## config.mk

```make
export PLATFORM = sky130hd
export DESIGN_NAME = ibex_rf_spill_fill
export DESIGN_NICKNAME = d
export VERILOG_FILES = /design/src/rtl/ibex_rf_spill_fill.sv
export SDC_FILE = /design/constraint.sdc
export NUM_CORES = 1
export LEC_CHECK = 0
export ABC_AREA = 1
export BUFFER_PORTS_ARGS = -buffer_cell sky130_fd_sc_hd__buf_4
export CAP_MARGIN = 40
export CORE_UTILIZATION = 40
export DETAILED_ROUTE_END_ITERATION = 12
export HOLD_SLACK_MARGIN = 0.15
export PLACE_DENSITY_LB_ADDON = 0.05
export SLEW_MARGIN = 10
export SYNTH_ARGS = -nofsm -noshare
export SYNTH_HDL_FRONTEND = slang
export SYNTH_SLANG_ARGS = --single-unit
```

## constraint.sdc

```tcl
create_clock -name clk_i -period 1.85 [get_ports clk_i]
set_input_delay 0.37 -clock clk_i [delete_from_list [all_inputs] [get_ports clk_i]]
set_output_delay 0.37 -clock clk_i [all_outputs]
set_load 0.005 [all_outputs]
```

## src/rtl/ibex_rf_spill_fill.sv

```systemverilog
// -----------------------------------------------------------------------------
// ibex_rf_spill_fill
// -----------------------------------------------------------------------------
// Context save/restore engine for the register-file cache. One command moves
// architectural registers x1..xLast between the register file and a save area
// in memory. The core is stalled on the register-file switch while this runs.
//   spill : RF -> memory, one store per register
//   fill  : memory -> RF, one load per register and one RF write per load
// Register xi lives at base + 4*i. The x0 slot is reserved and never touched.
// Only one bus transaction is outstanding at a time.
//
// Ports
//   clk_i, rst_i        clock, asynchronous active-high reset
//   start_i             command strobe, sampled only while idle
//   op_fill_i           0 = spill, 1 = fill (latched with start_i)
//   base_addr_i         save-area base (latched with start_i, word aligned)
//   busy_o              high in every state except idle
//   done_o / err_o      one-cycle completion pulse / aborted on bus error
//   rf_raddr_o          RF read address (spill), rf_rdata_i comes back combinationally
//   rf_waddr_o, rf_wdata_o, rf_we_o
//                       RF write port (fill), one pulse per register
//   data_*              Ibex-style data-bus initiator (req/gnt/rvalid/err)
// -----------------------------------------------------------------------------
module ibex_rf_spill_fill #(
    parameter bit          RV32E     = 1'b0,
    parameter int unsigned DataWidth = 32
) (
    input  logic                 clk_i,
    input  logic                 rst_i,
    input  logic                 start_i,
    input  logic                 op_fill_i,
    input  logic [31:0]          base_addr_i,
    output logic                 busy_o,
    output logic                 done_o,
    output logic                 err_o,
    output logic [4:0]           rf_raddr_o,
    input  logic [DataWidth-1:0] rf_rdata_i,
    output logic [4:0]           rf_waddr_o,
    output logic [DataWidth-1:0] rf_wdata_o,
    output logic                 rf_we_o,
    output logic                 data_req_o,
    input  logic                 data_gnt_i,
    input  logic                 data_rvalid_i,
    input  logic                 data_err_i,
    output logic                 data_we_o,
    output logic [3:0]           data_be_o,
    output logic [31:0]          data_addr_o,
    output logic [DataWidth-1:0] data_wdata_o,
    input  logic [DataWidth-1:0] data_rdata_i
);

    typedef enum logic [1:0] {
        S_IDLE = 2'd0,
        S_REQ  = 2'd1,
        S_WAIT = 2'd2,
        S_DONE = 2'd3
    } state_e;

    // Highest register moved by one command.
    localparam logic [4:0] LastIdx = RV32E ? 5'd15 : 5'd31;

    // Save-area slot address for register idx; plain 32-bit modulo arithmetic,
    // so a base near the top of the address space wraps through zero.
    function automatic logic [31:0] slot_addr(input logic [31:0] base,
                                              input logic [4:0]  idx);
        slot_addr = base + {25'd0, idx, 2'b00};
    endfunction

    // Bits [1:0] of the base are dropped so every slot is word aligned.
    function automatic logic [31:0] align_word(input logic [31:0] addr);
        align_word = addr & 32'hFFFF_FFFC;
    endfunction

    state_e      state_r;
    state_e      state_s;
    logic [4:0]  idx_r;
    logic [4:0]  idx_s;
    logic        op_fill_r;
    logic        op_fill_s;
    logic [31:0] base_r;
    logic [31:0] base_s;
    logic        err_r;
    logic        err_s;

    logic        xfer_s;      // a register transfer is in progress (REQ or WAIT)
    logic        rsp_ok_s;    // error-free response accepted in WAIT
    logic        fill_we_s;   // this response is written into the RF

    // Command, index and state registers; reset abandons any transfer silently.
    always_ff @(posedge clk_i or posedge rst_i) begin
        if (rst_i) begin
            state_r   <= S_IDLE;
            idx_r     <= 5'd1;
            op_fill_r <= 1'b0;
            base_r    <= 32'd0;
            err_r     <= 1'b0;
        end else begin
            state_r   <= state_s;
            idx_r     <= idx_s;
            op_fill_r <= op_fill_s;
            base_r    <= base_s;
            err_r     <= err_s;
        end
    end

    // Next-state logic: one request, one response, then advance or finish.
    always_comb begin
        state_s   = state_r;
        idx_s     = idx_r;
        op_fill_s = op_fill_r;
        base_s    = base_r;
        err_s     = err_r;
        case (state_r)
            S_IDLE: begin
                if (start_i) begin
                    state_s   = S_REQ;
                    idx_s     = 5'd1;
                    op_fill_s = op_fill_i;
                    base_s    = align_word(base_addr_i);
                    err_s     = 1'b0;
                end else begin
                    state_s   = S_IDLE;
                end
            end
            S_REQ: begin
                // A response arriving here belongs to no request of ours.
                if (data_gnt_i) begin
                    state_s = S_WAIT;
                end else begin
                    state_s = S_REQ;
                end
            end
            S_WAIT: begin
                if (data_rvalid_i) begin
                    if (data_err_i) begin
                        err_s   = 1'b1;
                        state_s = S_DONE;
                    end else if (idx_r == LastIdx) begin
                        state_s = S_DONE;
                    end else begin
                        idx_s   = idx_r + 5'd1;
                        state_s = S_REQ;
                    end
                end else begin
                    state_s = S_WAIT;
                end
            end
            S_DONE: begin
                state_s = S_IDLE;
            end
            default: begin
                state_s = S_IDLE;
            end
        endcase
    end

    // Output decode. Everything is derived from the registered state so that
    // reset forces all outputs to zero at once; the RF write is the only
    // output that follows the bus response within the same cycle.
    always_comb begin
        xfer_s    = (state_r == S_REQ) || (state_r == S_WAIT);
        rsp_ok_s  = (state_r == S_WAIT) && data_rvalid_i && !data_err_i;
        fill_we_s = rsp_ok_s && op_fill_r;

        busy_o       = (state_r != S_IDLE);
        done_o       = (state_r == S_DONE);
        err_o        = (state_r == S_DONE) && err_r;

        data_req_o   = (state_r == S_REQ);
        data_be_o    = 4'b1111;

        if (xfer_s) begin
            data_addr_o = slot_addr(base_r, idx_r);
            rf_raddr_o  = idx_r;
        end else begin
            data_addr_o = 32'd0;
            rf_raddr_o  = 5'd0;
        end

        // Store data and we are only driven for spills; a fill is a pure load.
        if (xfer_s && !op_fill_r) begin
            data_we_o    = 1'b1;
            data_wdata_o = rf_rdata_i;
        end else begin
            data_we_o    = 1'b0;
            data_wdata_o = {DataWidth{1'b0}};
        end

        // A failed load never reaches the register file.
        if (fill_we_s) begin
            rf_we_o    = 1'b1;
            rf_waddr_o = idx_r;
            rf_wdata_o = data_rdata_i;
        end else begin
            rf_we_o    = 1'b0;
            rf_waddr_o = 5'd0;
            rf_wdata_o = {DataWidth{1'b0}};
        end
    end

endmodule
```

==> impl_results.md, run 1 <==
* Status: finished with violations
* Failing checks: negative setup slack
* Most common cell type on the critical path: buf_4
* Share of the clock period used by the worst path after layout at 140%
* Portion of synthesized cell area occupied by the leading cell type at 27.2%
* Delay of the slowest cell on the worst path at ~420 ps
* Routability Congestion at 0.933
* Clock tree from TritonCTS: done
* Number of global-route vias before repair at 4957
* Buffers & Inverters on Critical Path at 3
* Switching power share of the total at 48.0%
* Clock tree buffer depth at 2
* Average vias per placed instance at 5.42
* Kind of cell with the highest combined delay on the critical path: adder cells
* RR Endpoint: idx_r[1]$_DFFE_PP0P_
* Clock Power Share at 7.3%
* Cell count after synthesis at 580
* Synth area leader: dfrtp_1
* X dimension of the die at 95.5 um
* ANT cells at 0
* P_sw at around 4.5 mW
* Pin count of the biggest net entering global routing at 40
* Number of rows in the core area at 33
* Remaining routing DRC violations at 0
* Placed standard-cell area at 0.00544 mm^2
* Fin Setup TNS at -42740 ps
* Number of distinct library cells after synthesis at 33
* First-pass iteration count of the detailed router at 6
* Maximum clock frequency at 386 MHz
* H-Tree Depth at 2
* Maximum ir drop on the vdd rail at around 0.66 mV
* Total detailed-routing wirelength at 18.8 mm
* Share of total power in combinational logic at 74.1%
* Share of power burned in registers at between 10% and 20%
* Number of vias in the routed layout at 5193
* Commonest cells in the synthesized netlist: nor2_1 (143), nand2_1 (122), inv_1 (121)
* Area growth from synthesis to layout at 107%
* Most area-consuming cells after synthesis: dfrtp_1 (27%), nor2_1 (15%), nand2_1 (13%)
* Primary flip-flop cell chosen by synthesis mapping: dfrtp_1
* DP Wirelength at about 9.3 mm
* Minimum clock period after layout at 2590 ps
* Clock slew at reported path FFs at ~90 ps
* Die Area at 0.00912 mm^2
* Library cell used as clock root buffer: clkbuf_8
* Pwr Density at 1310 mW/mm^2
* P_int at approximately 4.9 mW
* Static leakage at ~3.8 nW
* Layout cell share with drive strength beyond 1 at a little under three fifths
* Final ANT Viol Nets at 0
* Number of input and output port buffers inserted at 210
* GRT Util Overall at approximately 34%
* Worst clock skew at 14.5 ps
* Worst reg2reg setup slack at -40 ps
* Worst EP required at 1480 ps
* Worst reg2reg path depth at 9
* Total count of hold-check failures in the final report at 0
* Data arrival time of the critical path at 2220 ps
* Sort of element at the end of the critical path: output pin
* Net count reported at finish at 968
* Number of sinks on the clock net at 39
* Worst relative slew slack at ~64%
* Worst Path Class, Setup: register to output pin
* Routed WL per cell at just under 20 um
* Number of synthesized register bits at 39
* Vertical die dimension at 95.5 um
* Initial Util at 41.9%
* Skew-Pair Late Insertion Delay at 320 ps
* Total congestion overflow after global routing at 0
* Mapped cell area at 0.00350 mm^2
* Iteration-0 DRC count of the detailed router at 357
* Post-synth ARST share at between 90% and 100%
* Finish-stage setup viols at 109
* Core outline area at around 0.0083 mm^2
* Final Cell Area at 0.00725 mm^2
* Kind of start point of the critical path: register
* Initial antenna violation count at 0
* Setup WS post-layout at -741 ps
* Crit-path cells: ha_4 -> fa_2 -> buf_4 -> buf_6 -> nand3_2 -> nand2_2 -> a21oi_1 -> nor2_2 -> buf_4
* Largest fanout of any net on the critical path at 3
* Number of slew-limit violations in the final report at 0
* Max-cap violations at 0
* Fraction of the yosys area taken by sequential cells at 28.0%
* Number of top-level design ports at 219
* Actual transition at the worst max-transition pin at 546 ps
* Setup slack at placement at -269 ps
* Worst reg2reg path startpoint: state_r[0]$_DFF_PP0_
* Most used standard cell by instance count after synthesis: nor2_1
* Critical-path top delay cell: dfrtp_1
* Number of flops mapped to enable cells by yosys at 0
* Wire length of the first global-routing pass at 23.5 mm
* Synthesized area per cell at 6.03 um^2
* RSZ-0062 raised after global routing: yes
* Number of buffers added by the clock tree synthesis step at 5
* Type of the worst min-delay path: input port to async pin
* Yosys warns at 0
registers in the layout, summed over array words and instances (netlist names):
signal	count
base_r	30
err_r	1
idx_r	5
op_fill_r	1
state_r	2
worst reg2reg max path: stages (launching register included):
cell and delay (ps):
dfrtp_1 420, inv_2 120, ha_4 180, buf_4 160
clkinvlp_4 160, o21ai_2 210, nand4_4 190, nor2_4 210
nand2_1 80, o21ai_1 80
placed cells by master, fill, tap and decap left out, types with 6 or more instances in the layout:
cell type / n
buf_16: 7
clkbuf_8: 7
nand2_4: 19
nand3_2: 11
nor2_4: 62
buf_12: 8
ha_4: 9
nand3_1: 12
nand2_1: 92
buf_4: 192
conb_1: 6
inv_1: 107
mux2_2: 18
nor2_1: 63
nand2_2: 16
a21oi_1: 28
inv_2: 9
buf_6: 72
dfrtp_1: 37
o21ai_0: 10
nor2_2: 25
area by class of cell:
class | instances | area [um^2]
Fill cell | 398 | 1090
Clock buffer | 8 | 100
Inverter | 123 | 483
Sequential cell | 39 | 978
Timing Repair Buffer | 280 | 2630
Multi-Input combinational cell | 404 | 2920
Tap cell | 105 | 131
cells by family (layout without fill, tap and decap cells):
| kind of cell | count (synthesis) | count (layout) | share of synthesized area [%] |
|---|---|---|---|
| adders and majority gates | 12 | 12 | 4.51 |
| AOI/OAI and AO/OA | 50 | 50 | 7.66 |
| other | 2 | 6 | 0.215 |
| buffers and inverters | 142 | 411 | 16.1 |
| xor gates and xnor gates | 3 | 3 | 0.752 |
| and+or+nand+nor | 314 | 315 | 37.0 |
| muxes | 18 | 18 | 5.80 |
| DFF | 39 | 39 | 28.0 |
per-stage QoR:
stage          hold slack (ps)  instances  utilization [%]  power [mW]
3_5_place_dp               514        913             65.2        6.25
6_report                   203        959             86.9        9.46
2_1_floorplan              484        584                -        3.93
3_3_place_gp               492        913             65.2        6.19
4_1_cts                    210        947             81.3        8.41
5_1_grt                    260        959             86.9        9.91
repair_timing:
item,CTS,global route
endpoints found under the setup margin,108,113
setup buffers,19,17
pin swaps,41,39
gates cloned,9,1
hold buffers,0,0
gates resized for setup,239,101
power groups by stage:
stage	combinational (mW)	clock, mW	sequential [mW]
after global placement	4.53	0	1.67
after global routing	7.41	0.713	1.79
final	7.01	0.693	1.76
after detailed placement	4.57	0	1.68
after floorplan	2.37	0	1.56
after CTS	6.05	0.669	1.69
how the worst max path moves through the flow:
stage | start | endpoint | slack [ps] | depth (start not counted)
6_report | base_r[2]$_DFFE_PP0P_ | data_addr_o[28] | -740 | 9
4_1_cts | idx_r[0]$_DFFE_PP1P_ | data_addr_o[20] | -520 | 11
2_1_floorplan | idx_r[0]$_DFFE_PP1P_ | data_addr_o[20] | -60 | 10
5_1_grt | base_r[2]$_DFFE_PP0P_ | data_addr_o[28] | -740 | 9
3_3_place_gp | base_r[2]$_DFFE_PP0P_ | data_addr_o[24] | -230 | 10
3_5_place_dp | base_r[2]$_DFFE_PP0P_ | data_addr_o[24] | -270 | 10
per-layer routing:
metal,routed length [um],GRT usage (%),vias to the layer above
li1,-,-,2271
met1,6320,35.4,2428
met2,9650,62.1,363
met3,1450,7.97,131
met4,1370,18.3,0
met5,0,0,-
Power figures use the tool's default switching activity.
==> run 2: changes to the inputs <==
--- a/config.mk
+++ b/config.mk
@@ -9,6 +9,7 @@
 export BUFFER_PORTS_ARGS = -buffer_cell sky130_fd_sc_hd__buf_4
 export CAP_MARGIN = 40
 export CORE_UTILIZATION = 40
+export CTS_BUF_LIST = sky130_fd_sc_hd__clkbuf_2 sky130_fd_sc_hd__clkbuf_4 sky130_fd_sc_hd__clkbuf_8
 export DETAILED_ROUTE_END_ITERATION = 12
 export HOLD_SLACK_MARGIN = 0.15
 export PLACE_DENSITY_LB_ADDON = 0.05
==> run 2 against run 1 <==
Against the previous run: the flow still finishes with violations (negative setup slack); core utilization increased by 1.1 points; non-clock buffer count up 2; clock power rose by 1%; maximum frequency rose by 3.2%; first-iteration DRC count is 6.7% lower; clock skew decreased by 6.8 ps; sequential power about the same; worst setup slack gained 81 ps; register-to-register slack worse by 20 ps; count of clock-buffer cells in the layout is the same; critical path depth is the same; highest routed layer unchanged.
==> impl_results.md, run 2 (synthesis results as in run 1) <==
* Clock tree buffer depth at 2 (unchanged)
* Share of total power in combinational logic at 74.2% (about the same)
* Worst EP required at 1480 ps (about the same)
* ANT cells at 0 (unchanged)
* Final ANT Viol Nets at 0 (unchanged)
* Post-layout instance count excluding filler cells at 961 (+0.21%)
* Area growth from synthesis to layout at 110%
* Routed WL per cell at 20.1 um (+2.6%)
* Status: finished with violations
* Clock tree from TritonCTS: done
* Data arrival time of the critical path at 2140 ps (-80 ps)
* Maximum clock frequency at 398 MHz (+3.2%)
* Remaining routing DRC violations at 0 (unchanged)
* H-Tree Depth at 2 (unchanged)
* Total detailed-routing wirelength at 19.3 mm (+2.8%)
* Max-cap violations at 0 (unchanged)
* Initial antenna violation count at 0 (unchanged)
* First-pass iteration count of the detailed router at 5 (-1)
* Setup WS post-layout at -661 ps (+80.6 ps)
* Met3 track demand over resource at 7.58% (-0.40 points)
* Total count of hold-check failures in the final report at 0 (unchanged)
* Number of input and output port buffers inserted at 210 (unchanged)
* Global routing usage on met1 at 34.8% (-0.64 points)
* Die Area at 0.00912 mm^2 (unchanged)
* Actual transition at the worst max-transition pin at 555 ps (+8.70 ps)
* Number of global-route vias before repair at 4979 (+0.44%)
* Worst clock skew at 7.74 ps (-6.76 ps)
* Register ranked first by flip-flop count: base_r
* Total congestion overflow after global routing at 0 (unchanged)
* Busiest layer in global routing: met2
* Number of buffers added by the clock tree synthesis step at 5 (unchanged)
* Number of rows in the core area at 33 (unchanged)
* Delay of the slowest cell on the worst path at 430 ps (about the same)
* Library cell used as clock root buffer: clkbuf_8
* Flip-flop count of the largest register after layout at 30 (unchanged)
* Vertical die dimension at 95.5 um (unchanged)
* Number of top-level design ports at 219 (unchanged)
* Finish-stage setup viols at 110 (+0.92%)
* Iteration-0 DRC count of the detailed router at 333 (-6.7%)
* Skew-Pair Late Insertion Delay at 310 ps (about the same)
* Most common cell type on the critical path: nand2_4
* Fraction of the core area covered by cells at the end of the flow at 87.9% (+1.1 points)
* Pin count of the biggest net entering global routing at 40 (unchanged)
* Hold_buf cts at 0 (unchanged)
* Worst relative slew slack at 63.0% (-0.58 points)
* Clock slew at reported path FFs at 90 ps (about the same)
* X dimension of the die at 95.5 um (unchanged)
* Most frequent standard cell in the layout excluding fill and tap cells: buf_4
* Maximum ir drop on the vdd rail at 0.657 mV (-1.1%)
* Minimum clock period after layout at 2510 ps (-80.6 ps)
* Met2 usage at 63.5% (+1.4 points)
* Share of power burned in registers at 18.5% (about the same)
* Failing checks: negative setup slack
* P_int at 5.02 mW (+2.1%)
* Clock Power Share at 7.3% (about the same)
* RSZ-0062 raised after global routing: yes
* Number of slew-limit violations in the final report at 0 (unchanged)
* Number of fillers in the final layout at 381 (-4.3%)
* Routability Congestion at 0.933 (unchanged)
* Critical-path top delay cell: dfrtp_1
* DP Wirelength at 9.31 mm (unchanged)
* Initial Util at 41.9% (unchanged)
* Largest regs: base_r: 30 flops, idx_r: 5 flops, state_r: 2 flops
* Sort of element at the end of the critical path: output pin
* Net count reported at finish at 970 (+0.21%)
* Kind of start point of the critical path: register
* Number of vias in the routed layout at 5219 (+0.50%)
* Commonest cells after routing, fill and taps aside: buf_4 (184), inv_1 (106), nand2_1 (89), buf_6 (83), nor2_1 (63)
* Number of sinks on the clock net at 39 (unchanged)
* Type of the worst min-delay path: input port to async pin
* Layout cell share with drive strength beyond 1 at 57.5% (+1.4 points)
* Share of the clock period used by the worst path after layout at 136% (-4.4 points)
* Average vias per placed instance at 5.43 (+0.29%)
* GRT Util Overall at 33.7% (-0.10 points)
* Switching power share of the total at 47.9% (-0.10 points)
* Static leakage at 3.78 nW (about the same)
* Largest fanout of any net on the critical path at 3 (unchanged)
* Crit-path cells: ha_4 -> fa_2 -> nand2_2 -> nand2_4 -> nand2_4 -> buf_6 -> xor2_1 -> nor2_1 -> buf_4
* Worst Path Class, Setup: register to output pin
* Core outline area at 0.00834 mm^2 (unchanged)
* Wire length of the first global-routing pass at 23.3 mm (-0.50%)
* Pwr Density at 1310 mW/mm^2 (+0.63%)
* P_sw at 4.61 mW (+1.6%)
* Cell total after placement at 913 (unchanged)
## run 2: routing by layer
metal  vias up  wire length (um)
met3       116              1700
met1      2450              6350
li1       2276                 -
met2       377             10100
met4         0              1170
met5         -                 0
## run 2: final timing paths
| path | startpoint | end | slack [ps] | cells past startpoint |
|---|---|---|---|---|
| max reg2reg | idx_r[1]$_DFFE_PP0P_ | idx_r[3]$_DFFE_PP0P_ | -60 | 8 |
| max | base_r[2]$_DFFE_PP0P_ | data_addr_o[6] | -660 | 9 |
| min | rst_i | idx_r[2]$_DFFE_PP0P_ | 200 | 3 |
| min in group clk_i | base_addr_i[10] | base_r[10]$_DFFE_PP0P_ | 280 | 2 |
| min reg2reg | base_r[31]$_DFFE_PP0P_ | base_r[31]$_DFFE_PP0P_ | 560 | 2 |
| max in group asynchronous | rst_i | idx_r[1]$_DFFE_PP0P_ | 1260 | 3 |
## run 2: cell type report
cell class | instances | area, um^2 | area share, %
clock buffer | 8 | 104 | 1.42
timing repair buffer | 282 | 2670 | 36.5
tap | 105 | 131 | 1.79
multi-input combinational | 404 | 2960 | 40.4
sequential | 39 | 978 | 13.3
inverter | 123 | 485 | 6.62
## run 2: metrics by stage
stage	power [mW]	hold slack [ps]	setup WS (ps)	area (um^2)	setup TNS [ps]
finish	9.64	200	-661	7330	-42430
global route	10.1	252	-723	7330	-47200
CTS	8.42	210	-521	6780	-33240
detailed placement	6.25	514	-269	5440	-4360
global placement	6.19	492	-232	5440	-3430
floorplan	3.93	484	-64.4	3530	-154
## run 2: critical path: cells and delay by family, from the launching register on
family	cells	cell delay, ps
adders and majority gates	2	570
DFF	1	430
xor gates and xnor gates	1	190
and+or+nand+nor	4	390
buffers and inverters	2	250
## run 2: timing repair
item,CTS,global route
gates resized for setup,239,129
setup endpoints to repair,108,113
cloned,9,1
pin swaps,40,44
setup buffers,19,20
## run 2: power groups by stage
stage                     clock [mW]  sequential (mW)  combinational (mW)
after floorplan                    0             1.56                2.37
after global placement             0             1.67                4.53
after detailed placement           0             1.68                4.57
after CTS                      0.684             1.69                6.05
after global routing           0.724             1.80                7.55
final                          0.703             1.78                7.15
